<file path="config.mk">
export PLATFORM = sky130hd
export DESIGN_NAME = vga_scan_gen
export DESIGN_NICKNAME = d
export VERILOG_FILES = /design/src/rtl/vga_timing_pkg.sv /design/src/rtl/vga_scan_gen_scan_counter.sv /design/src/rtl/vga_scan_gen.sv
export SDC_FILE = /design/constraint.sdc
export NUM_CORES = 1
export LEC_CHECK = 0
export ABC_AREA = 1
export BUFFER_PORTS_ARGS = -buffer_cell sky130_fd_sc_hd__buf_4
export CORE_ASPECT_RATIO = 1.25
export CORE_MARGIN = 10
export CORE_UTILIZATION = 29
export CTS_CLUSTER_SIZE = 8
export DETAILED_ROUTE_END_ITERATION = 6
export HOLD_SLACK_MARGIN = 0.02
export RECOVER_POWER = 50
export SYNTH_ARGS = -nofsm -noshare
export SYNTH_HDL_FRONTEND = slang
export SYNTH_SLANG_ARGS = --single-unit
export TNS_END_PERCENT = 10
</file>
<file path="constraint.sdc">
create_clock -name CLK -period 1.5 [get_ports CLK]
set_clock_uncertainty 0.15 [all_clocks]
set_input_delay 0.15 -clock CLK [delete_from_list [all_inputs] [get_ports CLK]]
set_output_delay 0.15 -clock CLK [all_outputs]
set_load 0.02 [all_outputs]
</file>
<file path="src/rtl/vga_timing_pkg.sv">
// Shared raster timing constants, coordinate type and segment arithmetic
// used by the VGA scan generator and its counters.
package vga_timing_pkg;

    localparam int H_VISIBLE_DEF = 640;
    localparam int H_FRONT_DEF   = 16;
    localparam int H_SYNC_DEF    = 96;
    localparam int H_BACK_DEF    = 48;
    localparam int V_VISIBLE_DEF = 480;
    localparam int V_FRONT_DEF   = 10;
    localparam int V_SYNC_DEF    = 2;
    localparam int V_BACK_DEF    = 33;

    typedef logic [9:0] coord_t;

    function automatic int seg_total(input int vis, input int front, input int sync, input int back);
        return vis + front + sync + back;
    endfunction

    function automatic int sync_start(input int vis, input int front);
        return vis + front;
    endfunction

    function automatic int sync_end(input int vis, input int front, input int sync);
        return vis + front + sync;
    endfunction

endpackage

</file>
<file path="src/rtl/vga_scan_gen_scan_counter.sv">
// Modulo-MOD coordinate counter that advances on en; wrap flags the
// terminal count so the next counter up the chain can be enabled.
module scan_counter
    import vga_timing_pkg::*;
#(
    parameter int MOD = 800
) (
    input  logic   CLK,
    input  logic   RST,
    input  logic   en,
    output coord_t cnt,
    output logic   wrap
);

    coord_t cnt_q, cnt_d;

    always_comb begin
        wrap  = (cnt_q == coord_t'(MOD - 1));
        cnt_d = cnt_q;
        if (en) begin
            cnt_d = wrap ? '0 : cnt_q + 1'b1;
        end
    end

    always_ff @(posedge CLK) begin
        if (!RST) cnt_q <= '0;
        else      cnt_q <= cnt_d;
    end

    assign cnt = cnt_q;

endmodule

</file>
<file path="src/rtl/vga_scan_gen.sv">
// VGA raster generator: pixel-rate divider, col/row scan, sync decode and a
// registered output stage that keeps colour and syncs aligned on the pins.
module vga_scan_gen
    import vga_timing_pkg::*;
#(
    parameter int CLK_DIV   = 2,
    parameter int H_VISIBLE = H_VISIBLE_DEF,
    parameter int H_FRONT   = H_FRONT_DEF,
    parameter int H_SYNC    = H_SYNC_DEF,
    parameter int H_BACK    = H_BACK_DEF,
    parameter int V_VISIBLE = V_VISIBLE_DEF,
    parameter int V_FRONT   = V_FRONT_DEF,
    parameter int V_SYNC    = V_SYNC_DEF,
    parameter int V_BACK    = V_BACK_DEF
) (
    input  logic   CLK,
    input  logic   RST,
    input  logic   red_in,
    input  logic   green_in,
    input  logic   blue_in,
    output coord_t col,
    output coord_t row,
    output logic   pix_en,
    output logic   visible,
    output logic   frame_start,
    output logic   VGA_R,
    output logic   VGA_G,
    output logic   VGA_B,
    output logic   VGA_HS,
    output logic   VGA_VS
);

    localparam int H_TOTAL  = seg_total(H_VISIBLE, H_FRONT, H_SYNC, H_BACK);
    localparam int V_TOTAL  = seg_total(V_VISIBLE, V_FRONT, V_SYNC, V_BACK);
    localparam int HS_START = sync_start(H_VISIBLE, H_FRONT);
    localparam int HS_END   = sync_end(H_VISIBLE, H_FRONT, H_SYNC);
    localparam int VS_START = sync_start(V_VISIBLE, V_FRONT);
    localparam int VS_END   = sync_end(V_VISIBLE, V_FRONT, V_SYNC);
    localparam int DIV_W    = (CLK_DIV > 1) ? $clog2(CLK_DIV) : 1;
    localparam logic [DIV_W-1:0] DIV_MAX = DIV_W'(CLK_DIV - 1);

    logic [DIV_W-1:0] div_cnt_q, div_cnt_d;
    logic             pix_en_q, pix_en_d;
    logic [2:0]       rgb_q, rgb_d;
    logic             hs_q, hs_d;
    logic             vs_q, vs_d;
    logic             hs_raw, vs_raw;
    logic             col_wrap, row_wrap, row_en;

    scan_counter #(.MOD(H_TOTAL)) u_col (
        .CLK  (CLK),
        .RST  (RST),
        .en   (pix_en_q),
        .cnt  (col),
        .wrap (col_wrap)
    );

    assign row_en = pix_en_q && col_wrap;

    scan_counter #(.MOD(V_TOTAL)) u_row (
        .CLK  (CLK),
        .RST  (RST),
        .en   (row_en),
        .cnt  (row),
        .wrap (row_wrap)
    );

    // pix_en is registered from the next divider value so it stays low in reset
    // yet still tracks div_cnt == CLK_DIV-1 (constantly high when CLK_DIV is 1).
    always_comb begin
        div_cnt_d = (div_cnt_q == DIV_MAX) ? '0 : div_cnt_q + 1'b1;
        pix_en_d  = (div_cnt_d == DIV_MAX);

        visible = (col < coord_t'(H_VISIBLE)) && (row < coord_t'(V_VISIBLE));
        hs_raw  = !((col >= coord_t'(HS_START)) && (col < coord_t'(HS_END)));
        vs_raw  = !((row >= coord_t'(VS_START)) && (row < coord_t'(VS_END)));

        rgb_d = rgb_q;
        hs_d  = hs_q;
        vs_d  = vs_q;
        if (pix_en_q) begin
            rgb_d = visible ? {red_in, green_in, blue_in} : 3'b000;
            hs_d  = hs_raw;
            vs_d  = vs_raw;
        end
    end

    always_ff @(posedge CLK) begin
        if (!RST) begin
            div_cnt_q <= '0;
            pix_en_q  <= 1'b0;
            rgb_q     <= 3'b000;
            hs_q      <= 1'b1;
            vs_q      <= 1'b1;
        end else begin
            div_cnt_q <= div_cnt_d;
            pix_en_q  <= pix_en_d;
            rgb_q     <= rgb_d;
            hs_q      <= hs_d;
            vs_q      <= vs_d;
        end
    end

    assign pix_en      = pix_en_q;
    assign frame_start = pix_en_q && col_wrap && row_wrap;
    assign VGA_R       = rgb_q[2];
    assign VGA_G       = rgb_q[1];
    assign VGA_B       = rgb_q[0];
    assign VGA_HS      = hs_q;
    assign VGA_VS      = vs_q;

endmodule
</file>
# After elaboration in Yosys (flattened, before gate mapping)

Cells that the tools add are included.

Reductions and logical operators: 8
Add/sub/neg operators: 3
Bitwise gates (word level): 1
Order comparisons: 6
Equality and inequality tests: 2
Multiplexer cells: 3

Operators by type and width:

| cell                                                         | number |
|---|---|
| adder 10 x 1 -> 10 bit (second input constant)               | 2 |
| equality test 10 bit (second input constant)                 | 2 |
| less-than comparator 10 bit (second input constant)          | 2 |
| less-than comparator 10 x 9 -> 1 bit (second input constant) | 2 |
| two-way mux 10 bit                                           | 2 |
| >= comparator 10 bit (second input constant)                 | 1 |
| >= comparator 10 x 9 -> 1 bit (second input constant)        | 1 |
| logical AND 1 bit                                            | 5 |
| two-way mux 3 bit                                            | 1 |
| logical NOT 1 bit                                            | 2 |
| OR reduction 2 bit                                           | 1 |
| adder 1 bit (second input constant)                          | 1 |
| NOT 1 bit                                                    | 1 |

Word-level logic and storage cells: 29
Output and inout bits: 28
Register bits after elaboration: 26
Input port bits: 5

# Longest topological paths before layout

Gate-level depths: netlist (run 1).

Word-level depth: 3
Gate-level depth with buffers: 9
Mapped depth without buffers: 9

# Hierarchy

Synthesis (run 1) repeated with hierarchy kept, for this count alone.

Cell total of the unflattened synthesis: 200
Area, all modules: 1381.3 µm²

Modules (own cells, without submodules):

| module               | cells each | area an instance (µm²) | seq. area each (µm²) | times used |
|---|---|---|---|---|
| scan_counter (u_row) | 72         | 520.5                  | 200.2                | 1 |
| scan_counter (u_col) | 68         | 518.0                  | 200.2                | 1 |
| vga_scan_gen         | 60         | 342.8                  | 120.1                | 1 |

# Worst setup path before layout (run 1)

No wires, ideal clock.

Path kind: register to register
From: reg u_col.cnt_q[0], in the netlist u_col.cnt[0]
To: reg u_row.cnt_q[6], in the netlist u_row.cnt[6]
Required time: 1.232 ns
Path slack: -0.490 ns
Cell stages (with the launch flop): 9
Clock period less this slack: 1.990 ns
Path buffers: 0
Setup time: 0.118 ns
Data arrival time: 1.723 ns
Cells stage by stage: dfxtp_1 -> ha_1 -> nand2_1 -> nor2_1 -> nand4_4 -> nor2_1 -> nor2_1 -> nand2_1 -> nor2_1

Longest elaborated chain between the ends: 2

RTL lines:

| element                | RTL line                        | source |
|---|---|---|
| from (decl)            | vga_scan_gen_scan_counter.sv:15 | `coord_t cnt_q, cnt_d;` |
| from (signal assigned) | vga_scan_gen_scan_counter.sv:27 | `else cnt_q <= cnt_d;` |
| equality test 10 bit   | vga_scan_gen_scan_counter.sv:18 | `wrap = (cnt_q == coord_t'(MOD - 1));` |
| logical AND 1 bit      | vga_scan_gen.sv:58              | `assign row_en = pix_en_q && col_wrap;` |
| to (signal assigned)   | vga_scan_gen_scan_counter.sv:27 |  |
| to (decl)              | vga_scan_gen_scan_counter.sv:15 |  |

Every way passes these cells.
A chain may end at the register's enable or synchronous reset.

# Worst setup path in the final report (run 1)

From: reg u_row.cnt_q[0], in the netlist u_row.cnt[0]
To: out frame_start

Longest elaborated chain between the ends: 2

RTL lines:

| element              | RTL line                        | source |
|---|---|---|
| equality test 10 bit | vga_scan_gen_scan_counter.sv:18 |  |
| logical AND 1 bit    | vga_scan_gen.sv:105             | `assign frame_start = pix_en_q && col_wrap && row_wrap;` |
| to (decl)            | vga_scan_gen.sv:25              | `output logic frame_start,` |

Every way passes these cells.

==> impl_metrics.json, run 1 <==
{
  "antenna_found_initial": 0,
  "grt_usage_pct": 10.7,
  "io_buffers": 32,
  "rows": 27,
  "r2r_setup_slack_ns": -0.12,
  "max_stage_delay_ns": 0.34,
  "syn_avg_cell_area_um2": 6.80,
  "cts_num_sinks": 26,
  "wl_per_cell_um": 12.2,
  "async_flop_share_pct": 0,
  "tightest_slew_ns": 0.347,
  "finalNetCount": 287,
  "drv_cap": 0,
  "ys_warn_count": 0,
  "cts_tree": "built",
  "finalCriticalPeriod_ns": 1.71,
  "dp.cells": 320,
  "grt_pass1_wl_um": 6640,
  "path_cells": "inv_2 -> ha_4 -> inv_2 -> nor2_2 -> nand4_1 -> nor2_4 -> buf_6",
  "root_buffer": "clkbuf_8",
  "hold_viol": 0,
  "timing.rr.end": "u_row.cnt[1]$_SDFFE_PN0P_",
  "start_util_pct": 30.2,
  "violations": "setup timing",
  "synth_flop_cell": "dfxtp_1",
  "cp-start-kind": "flip-flop",
  "clockBufferDepth": 2,
  "synth-seq-cells": 26,
  "grt_pass1_vias": 1469,
  "design.core.area_mm2": 0.00446,
  "clk_pin_slew_ns": 0.10,
  "hold_path_class": "reg2reg",
  "setup.worst_path.class": "reg2out",
  "clock.fmax_mhz": 587,
  "insertion_delay_ns": 0.28,
  "ys_types": 25,
  "vias": 1474,
  "dieHeight_um": 96.2,
  "path_depth": 7,
  "synthCells": 198,
  "htreeDepth": 1,
  "startpoint": "u_row.cnt[0]$_SDFFE_PN0P_",
  "slew_viol_final": 0,
  "arrival_ns": 1.41,
  "numCtsBuffers": 3,
  "power.density_mw_per_mm2": 662,
  "drt_first_iter_violations": 61,
  "power.total_mw": 1.41,
  "antenna_cells": 0,
  "final_core_utilization_pct": 47.9,
  "syn_to_final_growth_pct": 58.7,
  "routed_wirelength_um": 4100,
  "ff2ff_path_depth": 9,
  "setup_violations": 12,
  "status": "finished, violations left",
  "synth_nets": 207,
  "p_leak_nw": 0.977,
  "instances_no_fill": 335,
  "worstSetupEndpoint": "frame_start",
  "hpwl_um": 3120,
  "final_cell_mix": "buf_4, nand2_1, nor2_1, inv_1, dfxtp_1",
  "max-slew-margin-rel_pct": 76.8,
  "fin_ws_ns": -0.205,
  "cp-end-kind": "output port",
  "cp_max_fo": 2,
  "cp.required_ns": 1.20,
  "syn-cell-area_mm2": 0.00135,
  "gp_congestion": 0.826,
  "drive_gt1_share_pct": 35.4,
  "first_pass_iters": 4,
  "critical-path-slowest-cell": "dfxtp_2",
  "ys_seq_area_share_pct": 38.7,
  "grt_max_degree": 16,
  "grt-ovfl-total": 0,
  "io_pins": 33,
  "final_common_cell": "buf_4",
  "design.die.area_mm2": 0.00778,
  "path_delay_family": "simple AND/OR/NAND/NOR gates",
  "ant_nets": 0,
  "crit_path_frequent_cell": "inv_2",
  "via_per_inst": 4.40,
  "synth-edff-count": 0,
  "rsz0062_at_grt": "yes",
  "route.detailed.drc": 0,
  "ir_worst_vdd_uv": 280,
  "die_x_um": 80.9,
  "final.period_utilization_pct": 114,
  "path_buf_inv": 3,
  "r2r-start": "u_row.cnt[0]$_SDFFE_PN0P_",
  "worst_hold_slack_ns": 0.318
}
[per-stage QoR]
step | setup TNS, ns | instance area [µm²] | worst slack, ns
after floorplan | -0.176 | 1400 | -0.0306
after global placement | -0.216 | 1960 | -0.0731
after detailed placement | -0.533 | 1960 | -0.0999
after CTS | -0.506 | 2150 | -0.192
after global routing | -2.71 | 2140 | -0.290
final | -1.22 | 2140 | -0.205
[power breakdown]
part / leakage, nW / internal [mW] / switching [mW] / total, mW
registers: 0.216 / 0.699 / 0.0107 / 0.710
clock network: 0.0357 / 0.358 / 0.233 / 0.590
logic: 0.726 / 0.0552 / 0.0587 / 0.114
[kinds of logic after synthesis]
| kind of cell | synth area share [%] |
|---|---|
| AOI/OAI and AO/OA | 9.67 |
| buffers and inverters | 10.4 |
| DFF | 38.7 |
| xor gates and xnor gates | 1.95 |
| adders and majority gates | 3.72 |
| and+or+nand+nor | 35.6 |
[sequential cells by signal, indices dropped and copies added, names as in the netlist]
register / flops
VGA_HS: 1
VGA_VS: 1
rgb_q: 3
u_row.cnt: 10
pix_en: 1
u_col.cnt: 10
[layout make-up]
type                            count  area [µm²]
Timing Repair Buffer               77         571
Inverter                           33         126
Multi-Input combinational cell    137         759
Clock buffer                        3        41.3
Tap cell                           58        72.6
Sequential cell                    26         537
Clock inverter                      1        30.0
Fill cell                         484        2320
[synthesized netlist by cell type (all sizes together) (4+ instances only)]
cell	number	area share, %
inv	33	9.2
nand3	14	5.2
nand2	45	13
a21oi	8	3.0
nand4	6	3.9
nor2	36	11
ha	4	3.7
dfxtp	26	39
nor3	5	2.7
o21ai	10	3.7
[worst min path at each step]
| stage | slack (ns) | endpoint | startpoint | cells after the start |
|---|---|---|---|---|
| 2_1_floorplan | 0.16 | rgb_q[0]$_SDFFE_PN0P_ | blue_in | 2 |
| 3_3_place_gp | 0.27 | rgb_q[2]$_SDFFE_PN0P_ | red_in | 3 |
| 3_5_place_dp | 0.29 | rgb_q[2]$_SDFFE_PN0P_ | red_in | 3 |
| 4_1_cts | 0.33 | rgb_q[2]$_SDFFE_PN0P_ | rgb_q[2]$_SDFFE_PN0P_ | 2 |
| 5_1_grt | 0.38 | rgb_q[1]$_SDFFE_PN0P_ | rgb_q[1]$_SDFFE_PN0P_ | 2 |
| 6_report | 0.32 | rgb_q[2]$_SDFFE_PN0P_ | rgb_q[2]$_SDFFE_PN0P_ | 2 |
[what timing repair did]
item | CTS | global route
resized for setup | 16 | 7
hold buffers | 4 | 0
endpoints found under the hold margin | 5 | 0
endpoints found under the setup margin | 15 | 18
buffers inserted | 5 | 2
cloned | 0 | 0
pin swaps | 4 | 4
[routing by layer]
layer	routed length (µm)	track usage [%]	vias up
li1	-	-	785
met1	1780	12.2	660
met2	2070	18.9	24
met3	201	2.61	5
met4	49	3.47	0
met5	0	0	-
[worst register-to-register path: cells and delay by family, from the launching register on]
kind                       cells  cell delay, ns
AOI/OAI and AO/OA              1            0.14
adders and majority gates      1            0.13
buffers and inverters          4            0.42
and+or+nand+nor                3            0.33
DFF                            1            0.34
Note: power is estimated with default switching activity, not from simulation.
==> run 2, diff against run 1 <==
CORE_UTILIZATION = 52   (was 29)
PLACE_DENSITY = 0.78   (was not set)
clock period = 1.7 ns   (was 1.5 ns; I/O delays follow)
==> run 2 against run 1 <==
- the flow still finishes with violations (setup timing)
- first-iteration DRC count up 72%
- clock power shrank 29%
- sequential power shrank 11%
- via count is 2.4% lower
- global-route usage grew 5.1 points
- die area is 35% lower
- wire length is 8.5% lower
- setup slack improved by 0.13 ns
- register-to-register slack improved by 0.18 ns
- sequential share of layout area is 3.6 points higher
==> impl_metrics.json, run 2 (synthesis gave the netlist of run 1 again) <==
{
  "gp_congestion": 0.842,
  "power.total_mw": 1.13,
  "cp_max_fo": 2,
  "grt_pass1_vias": 1465,
  "grt_max_degree": 16,
  "final_common_cell": "nand2_1",
  "design.core.area_mm2": 0.00245,
  "grt_pass1_wl_um": 6540,
  "pwr-share-clk_pct": 37.3,
  "cp.required_ns": 1.38,
  "whs_path_depth": 2,
  "routed_wirelength_um": 3750,
  "clk_pin_slew_ns": 0.14,
  "insertion_delay_ns": 0.32,
  "r2r-start": "u_col.cnt[1]$_SDFFE_PN0P_",
  "hpwl_um": 2810,
  "critical-path-slowest-cell": "dfxtp_2",
  "max-slew-margin-rel_pct": 75.8,
  "io_buffers": 32,
  "tns_ns": -0.0761,
  "fin_ws_ns": -0.0761,
  "grt_usage_pct": 15.7,
  "die_x_um": 65.5,
  "drt_first_iter_violations": 105,
  "finalNetCount": 262,
  "worst_hold_slack_ns": 0.339,
  "ff2ff_path_depth": 9,
  "rsz0062_at_grt": "yes",
  "power.density_mw_per_mm2": 609,
  "internal_power_mw": 0.888,
  "grt-ovfl-total": 0,
  "power.share.switching_pct": 21.2,
  "seqPwrFrac_pct": 55.9,
  "tightest_slew_ns": 0.362,
  "arrival_ns": 1.46,
  "ir_worst_vdd_uv": 616,
  "setup.worst_path.class": "reg2out",
  "drive_gt1_share_pct": 26.2,
  "drv_cap": 0,
  "path_buf_inv": 3,
  "cp-end-kind": "output port",
  "route.detailed.drc": 0,
  "final.period_utilization_pct": 104,
  "power.net_switching_mw": 0.239,
  "path_cells": "inv_2 -> ha_4 -> inv_2 -> nor2_2 -> nand4_1 -> nor2_4 -> buf_6",
  "final_core_utilization_pct": 75.5,
  "cp-start-kind": "flip-flop",
  "path_delay_family": "simple AND/OR/NAND/NOR gates",
  "design.die.area_mm2": 0.00504,
  "ant_nets": 0,
  "min_from": "rgb_q[0]$_SDFFE_PN0P_",
  "rows": 20,
  "clockBufferDepth": 2,
  "vias": 1439,
  "start_util_pct": 54.9,
  "timing.rr.end": "u_row.cnt[6]$_SDFFE_PN0P_",
  "hold_viol": 0,
  "dieHeight_um": 76.9,
  "via_per_inst": 5.05,
  "dp.cells": 270,
  "max_stage_delay_ns": 0.35,
  "io_pins": 33,
  "crit_path_frequent_cell": "inv_2",
  "r2r_setup_slack_ns": 0.06,
  "p_leak_nw": 0.822,
  "setup_violations": 1,
  "instances_no_fill": 285,
  "cts_num_sinks": 26,
  "postPlaceCellArea_mm2": 0.00169,
  "clock.fmax_mhz": 563,
  "root_buffer": "clkbuf_4",
  "htreeDepth": 1,
  "syn_to_final_growth_pct": 37.5,
  "fin_area_mm2": 0.00185,
  "hold_end": "rgb_q[0]$_SDFFE_PN0P_",
  "final_cell_mix": "nand2_1, buf_4, inv_1, nor2_1, dfxtp_1",
  "first_pass_iters": 4,
  "pwr-share-comb_pct": 6.8,
  "status": "finished, violations left",
  "antenna_found_initial": 0,
  "hold_path_class": "reg2reg",
  "place_ws_ns": -0.0644,
  "antenna_cells": 0,
  "cts_tree": "built",
  "numCtsBuffers": 3,
  "slew_viol_final": 0,
  "wl_per_cell_um": 13.1,
  "finalCriticalPeriod_ns": 1.78,
  "violations": "setup timing"
}
-- run 2: how the worst max path moves through the flow --
stage / startpoint / end / slack, ns / cells after the start
2_1_floorplan: u_col.cnt[0]$_SDFFE_PN0P_ / u_row.cnt[3]$_SDFFE_PN0P_ / 0.03 / 8
3_3_place_gp: u_col.cnt[0]$_SDFFE_PN0P_ / u_row.cnt[1]$_SDFFE_PN0P_ / 0.06 / 6
3_5_place_dp: u_col.cnt[0]$_SDFFE_PN0P_ / u_row.cnt[1]$_SDFFE_PN0P_ / -0.06 / 6
4_1_cts: u_row.cnt[0]$_SDFFE_PN0P_ / frame_start / -0.08 / 7
5_1_grt: u_row.cnt[0]$_SDFFE_PN0P_ / frame_start / -0.17 / 7
6_report: u_row.cnt[0]$_SDFFE_PN0P_ / frame_start / -0.08 / 7
-- run 2: final cells by class --
class,count,area [µm²]
flip-flops and latches,26,531
clock inverters,1,30.0
fillers,202,602
clock buffers,3,22.5
repair buffers,52,355
well taps,33,41.3
multi-input cells,137,744
inverters,33,126
-- run 2: worst reg2reg max path, stage by stage (launching register included) --
cell and delay, ns:
dfxtp_2 0.38, ha_4 0.14, nand2_2 0.07, nor2_4 0.14
nand4_4 0.11, buf_6 0.19, buf_4 0.15, o21bai_2 0.10
nand2_1 0.06, nor2_1 0.09
-- run 2: layer usage --
layer | global-route usage [%] | routed length, µm
met1 | 15.6 | 1470
met2 | 29.0 | 1990
met3 | 3.78 | 218
met4 | 7.51 | 68
met5 | 0 | 0
-- run 2: power groups by stage --
stage	Clock, mW	Sequential, mW	Combinational (mW)
after floorplan	0	0.653	0.0243
after global placement	0	0.641	0.0714
after detailed placement	0	0.642	0.0741
after CTS	0.431	0.630	0.0803
after global routing	0.452	0.632	0.0841
final	0.420	0.630	0.0767
-- run 2: what timing repair did --
item                                    CTS  global route
endpoints found under the setup margin   12            14
hold buffers                              3             1
endpoints found under the hold margin     3             3
resized for setup                        14            15
pin swaps                                 5             2
buffers inserted                          4             3
